--- src/rtl/sersub_pkg.sv ---
// rtl/sersub_pkg.sv - shared types and helpers for the bit-serial subtractor
//
// Contents:
//   state_t        FSM states: IDLE, SHIFT, FIN
//   cnt_width(w)   width of the bit counter for a w-bit operand ($clog2(w+1))
package sersub_pkg;

  typedef enum logic [1:0] {
    IDLE  = 2'd0,
    SHIFT = 2'd1,
    FIN   = 2'd2
  } state_t;

  // Counter must represent 0..w so that it can step one past the last bit
  // index without wrapping.
  function automatic int cnt_width(input int w);
    return $clog2(w + 1);
  endfunction

endpackage

--- src/rtl/full_sub_cell.sv ---
// rtl/full_sub_cell.sv - combinational 1-bit full-subtractor cell
//
// Ports:
//   a    in   minuend bit
//   b    in   subtrahend bit
//   br   in   borrow-in
//   d    out  difference bit, a - b - br
//   brn  out  borrow-out
module full_sub_cell (
  input  logic a,
  input  logic b,
  input  logic br,
  output logic d,
  output logic brn
);

  assign d   = a ^ b ^ br;
  assign brn = (~a & b) | (~(a ^ b) & br);

endmodule

--- src/rtl/serial_subtractor.sv ---
// rtl/serial_subtractor.sv - bit-serial WIDTH-bit subtractor DIF = A - B - BR_IN
//
// One full_sub_cell is reused for WIDTH cycles, LSB first. Optional signed
// overflow output is enabled by defining SERSUB_SIGNED_OVF_EN.
//
// Ports:
//   CLK     in   clock, rising edge
//   RST     in   synchronous active-high reset
//   START   in   start request, sampled only in IDLE
//   A, B    in   minuend / subtrahend, captured on accepted START
//   BR_IN   in   borrow-in, captured on accepted START
//   BUSY    out  high while bits are processed (WIDTH cycles)
//   DONE    out  one-cycle pulse when DIF/BR_OUT become valid
//   DIF     out  registered difference
//   BR_OUT  out  registered borrow-out of the MSB
//   OVF     out  (SERSUB_SIGNED_OVF_EN only) two's-complement overflow
module serial_subtractor
  import sersub_pkg::*;
#(
  parameter int WIDTH = 8
) (
  input  logic             CLK,
  input  logic             RST,
  input  logic             START,
  input  logic [WIDTH-1:0] A,
  input  logic [WIDTH-1:0] B,
  input  logic             BR_IN,
  output logic             BUSY,
  output logic             DONE,
  output logic [WIDTH-1:0] DIF,
  output logic             BR_OUT
`ifdef SERSUB_SIGNED_OVF_EN
  ,
  output logic             OVF
`endif
);

  localparam int            CW   = cnt_width(WIDTH);
  localparam logic [CW-1:0] LAST = CW'(WIDTH - 1);

  state_t           state_q, state_d;
  logic [WIDTH-1:0] sa_q, sa_d;
  logic [WIDTH-1:0] sb_q, sb_d;
  logic [WIDTH-1:0] sr_q, sr_d;
  logic             br_q, br_d;
  logic [CW-1:0]    cnt_q, cnt_d;
  logic [WIDTH-1:0] dif_q, dif_d;
  logic             br_out_q, br_out_d;
`ifdef SERSUB_SIGNED_OVF_EN
  logic             ovf_q, ovf_d;
`endif

  logic             cell_d;
  logic             cell_brn;
  logic [WIDTH-1:0] sr_shift;

  full_sub_cell u_cell (
    .a   (sa_q[0]),
    .b   (sb_q[0]),
    .br  (br_q),
    .d   (cell_d),
    .brn (cell_brn)
  );

  // New difference bit enters at the MSB; after WIDTH shifts the LSB has
  // arrived at bit 0. Written with shifts so WIDTH=1 needs no special case.
  assign sr_shift = (sr_q >> 1) | (WIDTH'(cell_d) << (WIDTH - 1));

  always_comb begin
    state_d  = state_q;
    sa_d     = sa_q;
    sb_d     = sb_q;
    sr_d     = sr_q;
    br_d     = br_q;
    cnt_d    = cnt_q;
    dif_d    = dif_q;
    br_out_d = br_out_q;
`ifdef SERSUB_SIGNED_OVF_EN
    ovf_d    = ovf_q;
`endif

    unique case (state_q)
      IDLE: begin
        if (START) begin
          sa_d    = A;
          sb_d    = B;
          br_d    = BR_IN;
          sr_d    = '0;
          cnt_d   = '0;
          state_d = SHIFT;
        end
      end

      SHIFT: begin
        sa_d  = sa_q >> 1;
        sb_d  = sb_q >> 1;
        sr_d  = sr_shift;
        br_d  = cell_brn;
        cnt_d = cnt_q + CW'(1);
        if (cnt_q == LAST) begin
          dif_d    = sr_shift;
          br_out_d = cell_brn;
`ifdef SERSUB_SIGNED_OVF_EN
          // Borrow into the MSB differs from borrow out of it.
          ovf_d    = br_q ^ cell_brn;
`endif
          state_d  = FIN;
        end
      end

      FIN: begin
        state_d = IDLE;
      end

      default: begin
        state_d = IDLE;
      end
    endcase
  end

  always_ff @(posedge CLK) begin
    if (RST) begin
      state_q  <= IDLE;
      sa_q     <= '0;
      sb_q     <= '0;
      sr_q     <= '0;
      br_q     <= 1'b0;
      cnt_q    <= '0;
      dif_q    <= '0;
      br_out_q <= 1'b0;
`ifdef SERSUB_SIGNED_OVF_EN
      ovf_q    <= 1'b0;
`endif
    end else begin
      state_q  <= state_d;
      sa_q     <= sa_d;
      sb_q     <= sb_d;
      sr_q     <= sr_d;
      br_q     <= br_d;
      cnt_q    <= cnt_d;
      dif_q    <= dif_d;
      br_out_q <= br_out_d;
`ifdef SERSUB_SIGNED_OVF_EN
      ovf_q    <= ovf_d;
`endif
    end
  end

  assign BUSY   = (state_q == SHIFT);
  assign DONE   = (state_q == FIN);
  assign DIF    = dif_q;
  assign BR_OUT = br_out_q;
`ifdef SERSUB_SIGNED_OVF_EN
  assign OVF    = ovf_q;
`endif

endmodule

--- config.mk ---
export PLATFORM = sky130hd
export DESIGN_NAME = serial_subtractor
export DESIGN_NICKNAME = d
export VERILOG_FILES = /design/src/rtl/sersub_pkg.sv /design/src/rtl/full_sub_cell.sv /design/src/rtl/serial_subtractor.sv
export SDC_FILE = /design/constraint.sdc
export NUM_CORES = 1
export LEC_CHECK = 0
export CAP_MARGIN = 25
export CELL_PAD_IN_SITES_DETAIL_PLACEMENT = 0
export CELL_PAD_IN_SITES_GLOBAL_PLACEMENT = 1
export CORE_MARGIN = 10
export CORE_UTILIZATION = 39
export DETAILED_ROUTE_END_ITERATION = 8
export MAX_ROUTING_LAYER = met4
export PLACE_DENSITY_LB_ADDON = 0.1
export SLEW_MARGIN = 20
export SYNTH_ARGS = -nofsm -noshare
export SYNTH_HDL_FRONTEND = slang
export SYNTH_SLANG_ARGS = --single-unit
--- constraint.sdc ---
create_clock -name CLK -period 1.65 [get_ports CLK]
set_input_delay 0.495 -clock CLK [delete_from_list [all_inputs] [get_ports CLK]]
set_output_delay 0.495 -clock CLK [all_outputs]
set_load 0.02 [all_outputs]
Word-level counts from Yosys, hierarchy flattened

Cells that the tools add are included.

Bits in registers: 40
Input bits: 20
Logic and storage cells: 40

Add/subtract/negate cells: 1
Eq/ne operators: 5
Mux-type cells: 13
Bitwise operators: 8
Reductions and logical operators: 5

Operator list:

| operator            | number |
|---|---|
| $pmux 8 s2          | 3 |
| $mux 8              | 3 |
| $or 7x8->8          | 1 |
| $pmux 4 s2          | 1 |
| $reduce_and 2->1    | 3 |
| $add 4x1->4 const B | 1 |
| $eq 4x3->1 const B  | 1 |
| $mux 2              | 2 |
| $mux 4              | 1 |
| $pmux 2 s2          | 1 |
| $and 1x1->1         | 2 |
| $eq 2x1->1 const B  | 1 |
| $eq 2x2->1 const B  | 1 |
| $logic_not 2->1     | 1 |
| $ne 2x1->1 const B  | 1 |
| $ne 2x2->1 const B  | 1 |
| $not 1->1           | 2 |
| $pmux 1 s2          | 1 |
| $reduce_bool 2->1   | 1 |
| $xor 1x1->1         | 2 |
| $mux 1              | 1 |
| $or 1x1->1          | 1 |

Longest topological paths before layout

Word-level depth: 5
Mapped depth: 6
Depth with buffers taken out: 5

Hierarchy

Synthesis repeated with hierarchy kept, for this count alone.

Cells, all modules: 204
Area, all modules: 1,801.7 µm²

By module, submodules not included:

| module            | times used | cells an instance | area an instance (µm²) | sequential area each (µm²) |
|---|---|---|---|---|
| serial_subtractor | 1          | 200               | 1,770.4                | 780.7 |
| full_sub_cell     | 1          | 4                 | 31.3                   | 0.0 |

Worst setup path after synthesis

OpenSTA, ideal clock, no wires.

Kind: reg2out
From: register state_q[1]
To: output port DONE
Arrival: 1.035 ns
Data required time: 1.155 ns
Setup slack: 0.120 ns
Cell stages (with the launch flop): 5
Buffers on the path: 2
Path through: dfxtp_1 > buf_6 > inv_1 > buf_2 > nor2_1

Longest elaborated chain between the ends: 1

Ends and longest elaborated chain:

| item                   | line                     | RTL |
|---|---|---|
| from (decl)            | serial_subtractor.sv:41  | `state_t state_q, state_d;` |
| from (signal assigned) | serial_subtractor.sv:135 | `state_q <= state_d;` |
| $eq 2x2->1             | serial_subtractor.sv:150 | `assign DONE = (state_q == FIN);` |
| to (decl)              | serial_subtractor.sv:29  | `output logic DONE,` |

Every way passes these cells.

Final worst setup path

From: register state_q[1]
To: output port BUSY

Longest elaborated chain between the ends: 1

Ends and longest elaborated chain:

| item       | line                     | RTL |
|---|---|---|
| $eq 2x1->1 | serial_subtractor.sv:149 | `assign BUSY = (state_q == SHIFT);` |
| to (decl)  | serial_subtractor.sv:28  | `output logic BUSY,` |

Every way passes these cells.

==> results.py <==
metrics = {
    "drt": {
        "wl_microns": 4080,
        "initialDrtViolationCount": 78,
        "ant_nets": 0,
        "vias": 1431,
        "drt_pass1_iterations": 4,
        "drcViolationCount": 0,
        "via_per_inst": 5.22,
        "post_drt_wl_per_cell_microns": 14.9,
    },
    "worst_setup_path": {
        "rr_endpoint": "sa_q[6]$_SDFFE_PP0P_",
        "critPathLaunchType": "flop",
        "critical_path.max_fanout": 4,
        "worstRegToRegCells": 5,
        "worstReg2RegStart": "state_q[0]$_SDFFE_PP0P_",
        "reg2reg_setup_slack_ps": 300,
        "worstPathArrival_ps": 1040,
        "worstPathRequired_ps": 1150,
        "critPathCaptureType": "output pin",
        "path_class": "reg -> out",
    },
    "yosys": {
        "synth_ff_type": "dfxtp_1",
        "netlist.area_leader.share": 0.440,
        "synthTopCellsByArea": "dfxtp_1 (44%), nor2_1 (7.8%), a211oi_2 (6.3%), nand2b_1 (6.3%), o2bb2ai_1 (5.4%)",
        "synth_area_sq_um": 1770,
        "ys_ff_latch": 39,
        "synth_cells": 185,
        "synth_warnings": 0,
        "synth_top_cell_by_area": "dfxtp_1",
        "syn_avg_cell_area_sq_um": 9.59,
        "synth-seq-area-share": 0.440,
        "synth_edf_count": 0,
        "synth_cell_types": 34,
        "synth_common_cells": "dfxtp_1 (39), nor2_1 (37), nand2b_1 (18)",
        "syn-num-nets": 207,
        "async_flop_share": 0,
        "synth.most_common_cell": "dfxtp_1",
    },
    "timing": {
        "hold_viol": 0,
        "fmax_mhz": 653,
        "tightest_slew_ps": 356,
        "setup_viol": 0,
        "period_minus_slack_ps": 1530,
        "slew_violations": 0,
        "fin_crit_sh": 0.929,
        "finalClockSkew_ps": 7.37,
        "maxSlewHeadroom": 0.762,
        "rsz0062_at_grt": "false",
    },
    "min_path": {
        "hold_path_class": "reg -> reg",
        "min_path_cells": 2,
        "hp-start": "DIF[2]$_SDFFE_PP0P_",
        "min_to": "DIF[2]$_SDFFE_PP0P_",
    },
    "placed_design": {
        "post-dp-hpwl_microns": 3020,
        "port_buffers": 30,
        "dp.cells": 266,
        "place.gp.congestion": 0.798,
    },
    "cts": {
        "root_buffer": "clkbuf_8",
        "h-tree-depth": 2,
        "tritoncts": "done",
        "cts_buffers": 5,
        "cts_hold_buf": 0,
        "cts.sinks": 39,
        "clkTransAtPathRegs_ps": 70,
        "insertion_delay_ps": 290,
        "cts_resized": 17,
        "cts_buffer_depth": 2,
        "post_cts_buffers": 0,
    },
    "run": {
        "maxCapViolations": 0,
    },
    "pwr": {
        "p_leak_uw": 0.000915,
        "p_per_area_nw_per_um2": 927,
        "ir_worst_vdd_mv": 0.372,
    },
    "grt": {
        "grt_pass1_vias": 1385,
        "grt_overflow": 0,
        "grt_max_degree": 29,
        "grt_util_all_layers": 0.116,
        "antenna_found_initial": 0,
        "grt_first_pass_wirelength_microns": 6950,
    },
    "floorplanning": {
        "io_pins": 31,
        "start_util": 0.405,
        "rows": 24,
        "core_region_area_sq_um": 4380,
        "dieHeight_microns": 87.5,
        "die-area_sq_um": 7650,
        "fp.dieW_microns": 87.5,
    },
    "cells_and_area": {
        "postLayoutCoreUtil": 0.518,
        "fin_nets": 243,
        "layout-drive-gt1-share": 0.167,
        "diodes": 0,
        "fillers": 431,
        "syn_to_final_growth_pct": 28.1,
        "fin_cells": 274,
    },
    "outcome": {
        "status": "finished clean",
    },
}
kinds of logic after synthesis:
kind of cell | Yosys count | synth area share
and+or+nand+nor | 68 | 0.197
AOI/OAI and AO/OA | 48 | 0.236
DFF | 39 | 0.440
buffers and inverters | 20 | 0.0635
muxes | 8 | 0.0451
adders and majority gates | 2 | 0.0183
worst max-delay path: stages (launching register included):
cell	delay, ps
dfxtp_1	330
nand2b_1	170
inv_1	90
buf_2	170
worst max-delay path by stage:
stage                            start                    to  slack [ps]  depth (start not counted)
3_5_place_dp                     START  sb_q[5]$_SDFFE_PP0P_        -160                          5
6_report       state_q[1]$_SDFFE_PP0P_                  BUSY         120                          3
3_3_place_gp                     START  sb_q[6]$_SDFFE_PP0P_        -100                          5
4_1_cts        state_q[1]$_SDFFE_PP0P_                  DONE          90                          3
5_1_grt        state_q[1]$_SDFFE_PP0P_                  BUSY          30                          3
2_1_floorplan  state_q[1]$_SDFFE_PP0P_                  DONE         120                          4
cell type report:
class | instances | area (sq um) | area share
sequential | 39 | 781 | 0.344
tap | 52 | 65.1 | 0.0286
timing repair buffer | 44 | 409 | 0.180
clock inverter | 2 | 35.0 | 0.0154
clock buffer | 6 | 82.6 | 0.0363
inverter | 5 | 18.8 | 0.00826
multi-input combinational | 126 | 881 | 0.388
per-stage QoR:
| step | power (uW) | hold WS [ps] | setup TNS [ps] | setup slack [ps] | cell area (sq um) |
|---|---|---|---|---|---|
| 2_1_floorplan | 1200 | 452 | 0 | 120 | 1770 |
| 4_1_cts | 2130 | 474 | 0 | 92.2 | 2270 |
| 6_report | 2110 | 471 | 0 | 117 | 2270 |
| 5_1_grt | 2220 | 485 | 0 | 32.2 | 2270 |
| 3_3_place_gp | 1310 | 457 | -1550 | -96.1 | 2180 |
| 3_5_place_dp | 1320 | 464 | -2160 | -161 | 2180 |
where the power goes:
part	switching (uW)	leakage, uW	total, uW	internal (uW)
combinational	136	0.000535	279	143
clock	329	0.0000612	818	489
sequential	25.8	0.000319	1010	984
metal layers:
layer / vias to the layer above / routed length [microns] / GRT usage
met4: 0 / 61 / 0.0478
met1: 667 / 1950 / 0.148
li1: 727 / - / -
met3: 8 / 198 / 0.0262
met2: 29 / 1880 / 0.171
met5: - / 0 / -
layout by cell type (no fill, tap or decap), drive strengths merged, types with 2 or more instances in the layout:
cell type / count
o2bb2ai: 11
o22ai: 2
inv: 5
a22oi: 10
clkdlybuf4s50: 19
nand3: 2
nand2: 4
buf: 16
nor3: 2
nand2b: 18
dfxtp: 39
a21oi: 2
dlygate4sd2: 9
o21ai: 2
a211oi: 14
a221oi: 2
nor2: 38
clkbuf: 6
mux2i: 8
state kept, by name, summed over array words and instances (netlist names):
signal   cells
DIF          8
sa_q         8
sb_q         8
sr_q         7
cnt_q        4
state_q      2
BR_OUT       1
br_q         1
No activity file was read; power rests on OpenSTA's default activity.
